$ cat config.mk
export PLATFORM = sky130hd
export DESIGN_NAME = pwm_duty_seq
export DESIGN_NICKNAME = d
export VERILOG_FILES = /design/src/rtl/pwm_duty_seq.sv
export SDC_FILE = /design/constraint.sdc
export NUM_CORES = 1
export LEC_CHECK = 0
export ABC_AREA = 1
export CORE_MARGIN = 10
export CORE_UTILIZATION = 45
export DETAILED_ROUTE_END_ITERATION = 16
export DONT_BUFFER_PORTS = 1
export SLEW_MARGIN = 20
export SYNTH_ARGS = -nofsm -noshare
export SYNTH_HDL_FRONTEND = slang
export SYNTH_SLANG_ARGS = --single-unit
$ cat constraint.sdc
create_clock -name clk50m -period 1.92 [get_ports clk50m]
set_input_delay 0.192 -clock clk50m [delete_from_list [all_inputs] [get_ports clk50m]]
set_output_delay 0.192 -clock clk50m [all_outputs]
set_load 0.01 [all_outputs]
$ cat src/rtl/pwm_duty_seq.sv
// Duty-cycle sequencer: steps a RAM table of compare values into the PWM counter's cmp,
// updating only on counter wrap edges. Define PWM_DUTY_SEQ_LOOP_EN to repeat the sequence until stop.
module pwm_duty_seq #(
  parameter int W  = 8,
  parameter int AW = 4
) (
  input  logic          rst_n,
  input  logic          clk50m,
  input  logic          wr_en,
  input  logic [AW-1:0] wr_addr,
  input  logic [W-1:0]  wr_data,
  input  logic          start,
  input  logic          stop,
  input  logic [AW-1:0] len,
  input  logic [7:0]    reps,
  input  logic          en,
  input  logic [W-1:0]  per,
  input  logic [W-1:0]  cnt_in,
  output logic [W-1:0]  cmp,
  output logic [AW-1:0] idx,
  output logic          busy,
  output logic          done
);

  typedef enum logic [1:0] {S_IDLE, S_ARM, S_RUN} state_t;

  state_t        state_q, state_d;
  logic [W-1:0]  tbl_mem [2**AW];
  logic [W-1:0]  nxt_q;
  logic          nxt_vld_q, nxt_vld_d;
  logic [AW-1:0] rd_addr_q, rd_addr_d;
  logic [W-1:0]  cmp_q, cmp_d;
  logic [AW-1:0] idx_q, idx_d;
  logic [7:0]    rep_q, rep_d;
  logic [AW-1:0] len_q, len_d;
  logic [7:0]    reps_q, reps_d;
  logic          busy_q, busy_d;
  logic          done_q, done_d;
  logic          stop_pend_q, stop_pend_d;

  logic [W-1:0]  per_m1;
  logic [AW-1:0] idx_inc;
  logic          wrap;
  logic          stop_any;
  logic          addr_load;

  // Same W-bit wrap test as the counter, so cmp changes on the edge cnt returns to 0.
  assign per_m1   = per - W'(1);
  assign wrap     = en && (cnt_in >= per_m1);
  assign stop_any = stop_pend_q || stop;
  assign idx_inc  = idx_q + AW'(1);

  // Table RAM; nxt_q is its registered read port, so a colliding write returns old data.
  always_ff @(posedge clk50m) begin
    if (wr_en) tbl_mem[wr_addr] <= wr_data;
    nxt_q <= tbl_mem[rd_addr_q];
  end

  always_comb begin
    state_d     = state_q;
    rd_addr_d   = rd_addr_q;
    cmp_d       = cmp_q;
    idx_d       = idx_q;
    rep_d       = rep_q;
    len_d       = len_q;
    reps_d      = reps_q;
    busy_d      = busy_q;
    done_d      = 1'b0;
    stop_pend_d = stop_pend_q;
    addr_load   = 1'b0;

    case (state_q)
      S_IDLE: begin
        if (start && !stop) begin
          state_d   = S_ARM;
          len_d     = len;
          reps_d    = reps;
          rd_addr_d = '0;
          addr_load = 1'b1;
          busy_d    = 1'b1;
        end
      end
      S_ARM, S_RUN: begin
        if (stop) stop_pend_d = 1'b1;
        if (wrap) begin
          if (stop_any) begin
            state_d     = S_IDLE;
            cmp_d       = '0;
            idx_d       = '0;
            rep_d       = '0;
            busy_d      = 1'b0;
            stop_pend_d = 1'b0;
          end else if (state_q == S_ARM) begin
            if (nxt_vld_q) begin
              state_d   = S_RUN;
              cmp_d     = nxt_q;
              idx_d     = '0;
              rep_d     = '0;
              rd_addr_d = (len_q == '0) ? '0 : AW'(1);
              addr_load = 1'b1;
            end
          end else if (rep_q < reps_q) begin
            rep_d = rep_q + 8'd1;
          end else if (idx_q < len_q) begin
            cmp_d     = nxt_q;
            idx_d     = idx_inc;
            rep_d     = '0;
            rd_addr_d = (idx_inc == len_q) ? '0 : idx_inc + AW'(1);
            addr_load = 1'b1;
          end else begin
`ifdef PWM_DUTY_SEQ_LOOP_EN
            cmp_d     = nxt_q;
            idx_d     = '0;
            rep_d     = '0;
            rd_addr_d = (len_q == '0) ? '0 : AW'(1);
            addr_load = 1'b1;
`else
            state_d = S_IDLE;
            cmp_d   = '0;
            idx_d   = '0;
            rep_d   = '0;
            busy_d  = 1'b0;
            done_d  = 1'b1;
`endif
          end
        end
      end
      default: state_d = S_IDLE;
    endcase

    // Prefetch is stale for one cycle after any read-address load.
    nxt_vld_d = !addr_load;
  end

  always_ff @(posedge clk50m or negedge rst_n) begin
    if (!rst_n) begin
      state_q     <= S_IDLE;
      nxt_vld_q   <= 1'b0;
      rd_addr_q   <= '0;
      cmp_q       <= '0;
      idx_q       <= '0;
      rep_q       <= '0;
      len_q       <= '0;
      reps_q      <= '0;
      busy_q      <= 1'b0;
      done_q      <= 1'b0;
      stop_pend_q <= 1'b0;
    end else begin
      state_q     <= state_d;
      nxt_vld_q   <= nxt_vld_d;
      rd_addr_q   <= rd_addr_d;
      cmp_q       <= cmp_d;
      idx_q       <= idx_d;
      rep_q       <= rep_d;
      len_q       <= len_d;
      reps_q      <= reps_d;
      busy_q      <= busy_d;
      done_q      <= done_d;
      stop_pend_q <= stop_pend_d;
    end
  end

  assign cmp  = cmp_q;
  assign idx  = idx_q;
  assign busy = busy_q;
  assign done = done_q;

endmodule

=== Word level (Yosys, flattened, before mapping) ===
Memory sizes are Yosys's and may differ from the RTL's. A register that Yosys moved wholly into a read port is not among the register bits.
Index checks and enable logic that the tools add are counted.

* Bits in registers: 42
* Output and inout port bits: 14
* Input port bits: 46
* Memories: 1
* Bits in latches: 0
* ROM bits: 0
* Bits in writable memories: 128
* Logic and storage cells: 109

* Bitwise operators: 0
* Shift operators: 0
* Equality and inequality tests: 17
* $add $sub $neg: 4
* Reductions and logical operators: 15
* Multipliers: 0
* $lt $le $gt $ge: 3
* Multiplexer cells: 58
* Div/mod/pow operators: 0

{| class="wikitable"
|+ Memory list
! name !! words !! width !! rd ports !! clocked after Yosys merged registers in !! wr ports !! line !! source
|-
| tbl_mem || 16 || 8 || 1 || 1 || 1 || 28 || <nowiki>logic [W-1:0] tbl_mem [2**AW];</nowiki>
|}

{| class="wikitable"
|+ Operator list
! operator !! count
|-
| 2-to-1 mux 8 bit || 9
|-
| 2-to-1 mux 4 bit || 13
|-
| 2-to-1 mux 1 bit || 25
|-
| != test 3 bit (second input constant) || 8
|-
| 2-to-1 mux 2 bit || 7
|-
| != test 4 bit (second input constant) || 3
|-
| adder 4 x 1 -> 4 bit (second input constant) || 2
|-
| adder 8 x 1 -> 8 bit (second input constant) || 1
|-
| >= comparator 8 bit || 1
|-
| < comparator 8 bit || 1
|-
| case mux 4 bit (2 select lines) || 1
|-
| subtractor 8 x 1 -> 8 bit (second input constant) || 1
|-
| AND reduction 7 bit || 1
|-
| != test 2 bit (second input constant) || 3
|-
| AND reduction 6 bit || 1
|-
| AND reduction 5 bit || 1
|-
| == test 4 bit || 1
|-
| logical NOT 4 bit || 1
|-
| < comparator 4 bit || 1
|-
| case mux 1 bit (2 select lines) || 2
|-
| case mux 2 bit (2 select lines) || 1
|-
| AND reduction 4 bit || 1
|-
| AND reduction 3 bit || 1
|-
| == test 2 x 1 -> 1 bit (second input constant) || 1
|-
| 8 further kinds || 10
|}

=== Logic depth before layout (Yosys ltp) ===
Gate-level depths: netlist (run 1).

* Word-level depth: 9
* Gate-level depth with buffers: 17

=== Least setup slack after synthesis (run 1) ===
No wires, ideal clock.

* Path kind: input to register
* Start point: input port per[0]
* End point: register cmp_q[0] (netlist: cmp[0])
* Data required time: 1.855 ns
* Stages: 14
* Arrival time: 1.932 ns
* Library setup time: 0.065 ns
* Setup slack: -0.077 ns
* Path through: inv_1 ha_1 nand3_1 xor2_1 inv_1 ha_1 nand2_1 o21a_1 a21boi_4 nand2_4 nor2_8 buf_6 nand3b_1 nand2_1

* Word-level cells in the longest chain between the ends: 4

{| class="wikitable"
|+ Ends and longest elaborated chain
! item !! line !! source
|-
| start, declared || 17 || <nowiki>input logic [W-1:0] per,</nowiki>
|-
| subtractor 8 x 1 -> 8 bit || 48 || <nowiki>assign per_m1 = per - W'(1);</nowiki>
|-
| >= comparator 8 bit || 49 || <nowiki>assign wrap = en && (cnt_in >= per_m1);</nowiki>
|-
| logical AND 1 bit || 49 ||
|-
| AND reduction 4 bit (no line) || - ||
|-
| end signal, assigned || 152 || <nowiki>cmp_q <= cmp_d;</nowiki>
|-
| end, declared || 32 || <nowiki>logic [W-1:0] cmp_q, cmp_d;</nowiki>
|}

Every way passes these cells.
A chain may end at the register's enable or synchronous reset.

=== Final worst setup path (run 1) ===
* Start point: register rep_q[1]
* End point: register idx_q[2] (netlist: idx[2])

* Word-level cells in the longest chain between the ends: 3

{| class="wikitable"
|+ Ends and longest elaborated chain
! item !! line !! source
|-
| start, declared || 34 || <nowiki>logic [7:0] rep_q, rep_d;</nowiki>
|-
| start signal, assigned || 154 || <nowiki>rep_q <= rep_d;</nowiki>
|-
| < comparator 8 bit || 102 || <nowiki>end else if (rep_q < reps_q) begin</nowiki>
|-
| != test 3 bit (no line) || - ||
|-
| AND reduction 4 bit (no line) || - ||
|-
| end signal, assigned || 153 || <nowiki>idx_q <= idx_d;</nowiki>
|-
| end, declared || 33 || <nowiki>logic [AW-1:0] idx_q, idx_d;</nowiki>
|}

Every way passes these cells.

==> metrics.txt, run 1 <==
Worst VDD drop=759 uV; CP Class=register to register; reg-to-reg startpoint=rep_q[1]; CTS tree=yes; period utilisation layout=94.9%; GPL Wtd Cong=0.903; die height=155 microns; Worst Tran Pin Value=approximately 0.67 ns; drt wl/cell=around 18 microns; synth warn=0; Die Wd=155 microns; hold path startpoint=en; Critical Path AT=roughly 2.1 ns; slowest stage delay, CP=0.46 ns; Yosys cell types=40; count leader, synth=edfxtp_1; io pins=60; syn avg cell area=between 10 and 15 sq um; Clock Skew=0.0116 ns; cell area after synthesis=8220 sq um; Hold EP=nxt_vld_q; starting DRC count in detailed routing=about 390; PwrDens=roughly 1300 nW/um^2; final worst slack=0.0975 ns; overall routed net length=18700 microns; vias in the first global route=5779; CTS H-tree depth=4; Cell Chain, Critical Path=ha_4 > nand2_1 > nand2_1 > nand2_1 > nand2_1 > nand2_2 > nand3_4 > nor2_4 > nor2_8 > buf_4 > nand2_1 > o21ai_0; most frequent CP cell=nand2_1; CTS Root Cell=clkbuf_16; critical path peak fanout=6; largest net degree at the start of global routing=43; total power=12.4 mW; Non-Filler Instances=1059; Synth Instances=between 700 and 800; vias per cell=approximately 5.4; cell leakage power=3.89 nW; FILL cells=about 1500; Hold Crit Depth=4; Post-Syn Nets=824; reg2reg path depth=12; GRT overflow=0; Placed Area=8750 sq um; critical path startpoint category=register; DP Worst Slack=-0.247 ns; Post-synth top cells=edfxtp_1, nand2_1, inv_1; placed cells=999; Buffers on Ports=0; Clock Pin Slew Worst Setup and Hold Paths=0.07 ns; clk_lat worst skew=around 0.43 ns; ys async rst share=23.6%; Critical Path RT=around 2.2 ns; Total GRT Usage=15.5%; min Tclk post-route=approximately 1.8 ns; Fin. Hold Viols=0; Fmax=549 MHz; Residual DRC=0; flop2flop setup slack=0.1 ns; worst hold path class=input pin to register; Setup TNS=0 ns; row count=49; synth top area cells=edfxtp_1, dfrtp_1, nand2_1; critical path's top delay family=simple AND/OR/NAND/NOR gates; Design Area, Final=9760 sq um; EDFF count, synth=128; post-route ant nets=0; Slew Limit Fails=0; core box area=18000 sq um; Max stage delay cell, worst path=dfrtp_2; Final setup viols=0; RSZ-0062 raised after global routing=yes; Synth Register Bits=178; ant diodes=0; main flop type after synthesis=edfxtp_1; Critical path buffers and inverters=1; status=finished clean; Syn-to-layout area delta=18.7%; initial antenna violation count=0; first-pass GRT wire length=between 20000 and 30000 microns; Num CTS Buffers=17; clock buffer depth=2; Seq/Total Area, Yosys=61.5%; Num Clock Sinks=178; Final Util=between 50% and 60%; Slew headroom=55.1%; leading area contributor after synthesis=edfxtp_1; CP Capture Type=register; worst reg2reg path endpoint=idx[2]; DP HPWL=roughly 13000 microns; Final nets=890; via count=between 5000 and 6000; starting density of the core=45.8%; Yosys top cell area share=46.8%; share of cells above drive strength 1=between 10% and 20%; Die Area=24100 sq um; Pre-Repair DR Iteration Count=5; hold slack=between 0.1 and 0.15 ns; Max Cap Viol=0
## area by class of cell
class | instances | area [sq um] | area share (%)
flip-flops and latches | 178 | 5060 | 51.8
clock inverters | 15 | 138 | 1.41
multi-input cells | 459 | 2860 | 29.3
repair buffers | 76 | 668 | 6.84
well taps | 229 | 287 | 2.93
inverters | 85 | 324 | 3.32
clock buffers | 17 | 425 | 4.36
## layer usage
layer	wire (microns)	GRT usage, %
met5	0	0
met4	208	4.14
met3	999	3.53
met2	9920	28.1
met1	7590	18.0
## layout by cell type, fill, tap and decap left out, types with 7 or more instances in the layout
cell type	count
edfxtp_1	128
nand2_1	109
inv_1	73
a21oi_1	50
buf_4	50
nor2_1	47
o21ai_0	46
dfrtp_1	39
nand3_1	33
mux2i_1	32
o211ai_1	32
ha_1	21
dlygate4sd3_1	21
clkbuf_16	17
nand3b_1	11
nand2_2	9
nor3_1	9
inv_2	8
xor2_1	8
dfxtp_1	8
o21ai_1	7
## registers in the layout (all words and copies together), names as in the netlist
signal,flops
cmp,8
reps_q,8
busy,1
len_q,4
nxt_vld_q,1
rep_q,8
rd_addr_q,4
stop_pend_q,1
nxt_q,8
done,1
idx,4
state_q,2
tbl_mem,128
## worst max path at each step
stage	slack [ns]	startpoint	depth (start not counted)	endpoint
final	0.1	rep_q[1]	12	idx[2]
after floorplan	0.004	per[0]	15	cmp[0]
after global routing	-0.03	len_q[3]	12	rd_addr_q[3]
after CTS	0.004	len_q[1]	13	rd_addr_q[3]
after detailed placement	-0.25	per[0]	14	rd_addr_q[3]
after global placement	-0.12	per[0]	14	rd_addr_q[0]
## repair_timing
| item | in CTS | in global routing |
|---|---|---|
| pin swaps | 0 | 15 |
| buffers inserted | 0 | 6 |
| endpoints found under the setup margin | 4 | 25 |
| endpoints found under the hold margin | 182 | 0 |
| hold buffers | 22 | 0 |
| gates resized for setup | 1 | 41 |
## cell families after synthesis
| group | share of synthesized area [%] |
|---|---|
| and+or+nand+nor | 13.2 |
| buffers and inverters | 5.74 |
| muxes | 4.03 |
| AOI/OAI and AO/OA | 10.1 |
| xor gates and xnor gates | 1.38 |
| DFF | 61.5 |
| adders and majority gates | 4.11 |
## power breakdown
part	switching [mW]	internal [mW]
clock	1.56	1.72
combinational	2.50	1.66
sequential	0.400	4.61
total	4.46	7.99
## worst reg2reg max path: stages (launching register included)
cell	delay (ns)
dfrtp_2	0.46
ha_4	0.25
nand2_1	0.06
nand2_1	0.05
nand2_1	0.08
nand2_1	0.08
nand2_2	0.10
nand3_4	0.08
nor2_4	0.18
nor2_8	0.07
buf_4	0.15
nand2_1	0.05
o21ai_0	0.08
Power figures use the tool's default switching activity.
==> run 2, diff against run 1 <==
Settings changed: CTS_CLUSTER_DIAMETER set to 100.
==> results of run 2 <==
The final DEF is identical to that of run 1; final timing and power are the same.
==> run 3, diff against run 2 <==
Settings changed: SLEW_MARGIN 20 to 10.
==> results of run 3 <==
The final DEF is identical to that of run 1; final timing and power are the same.
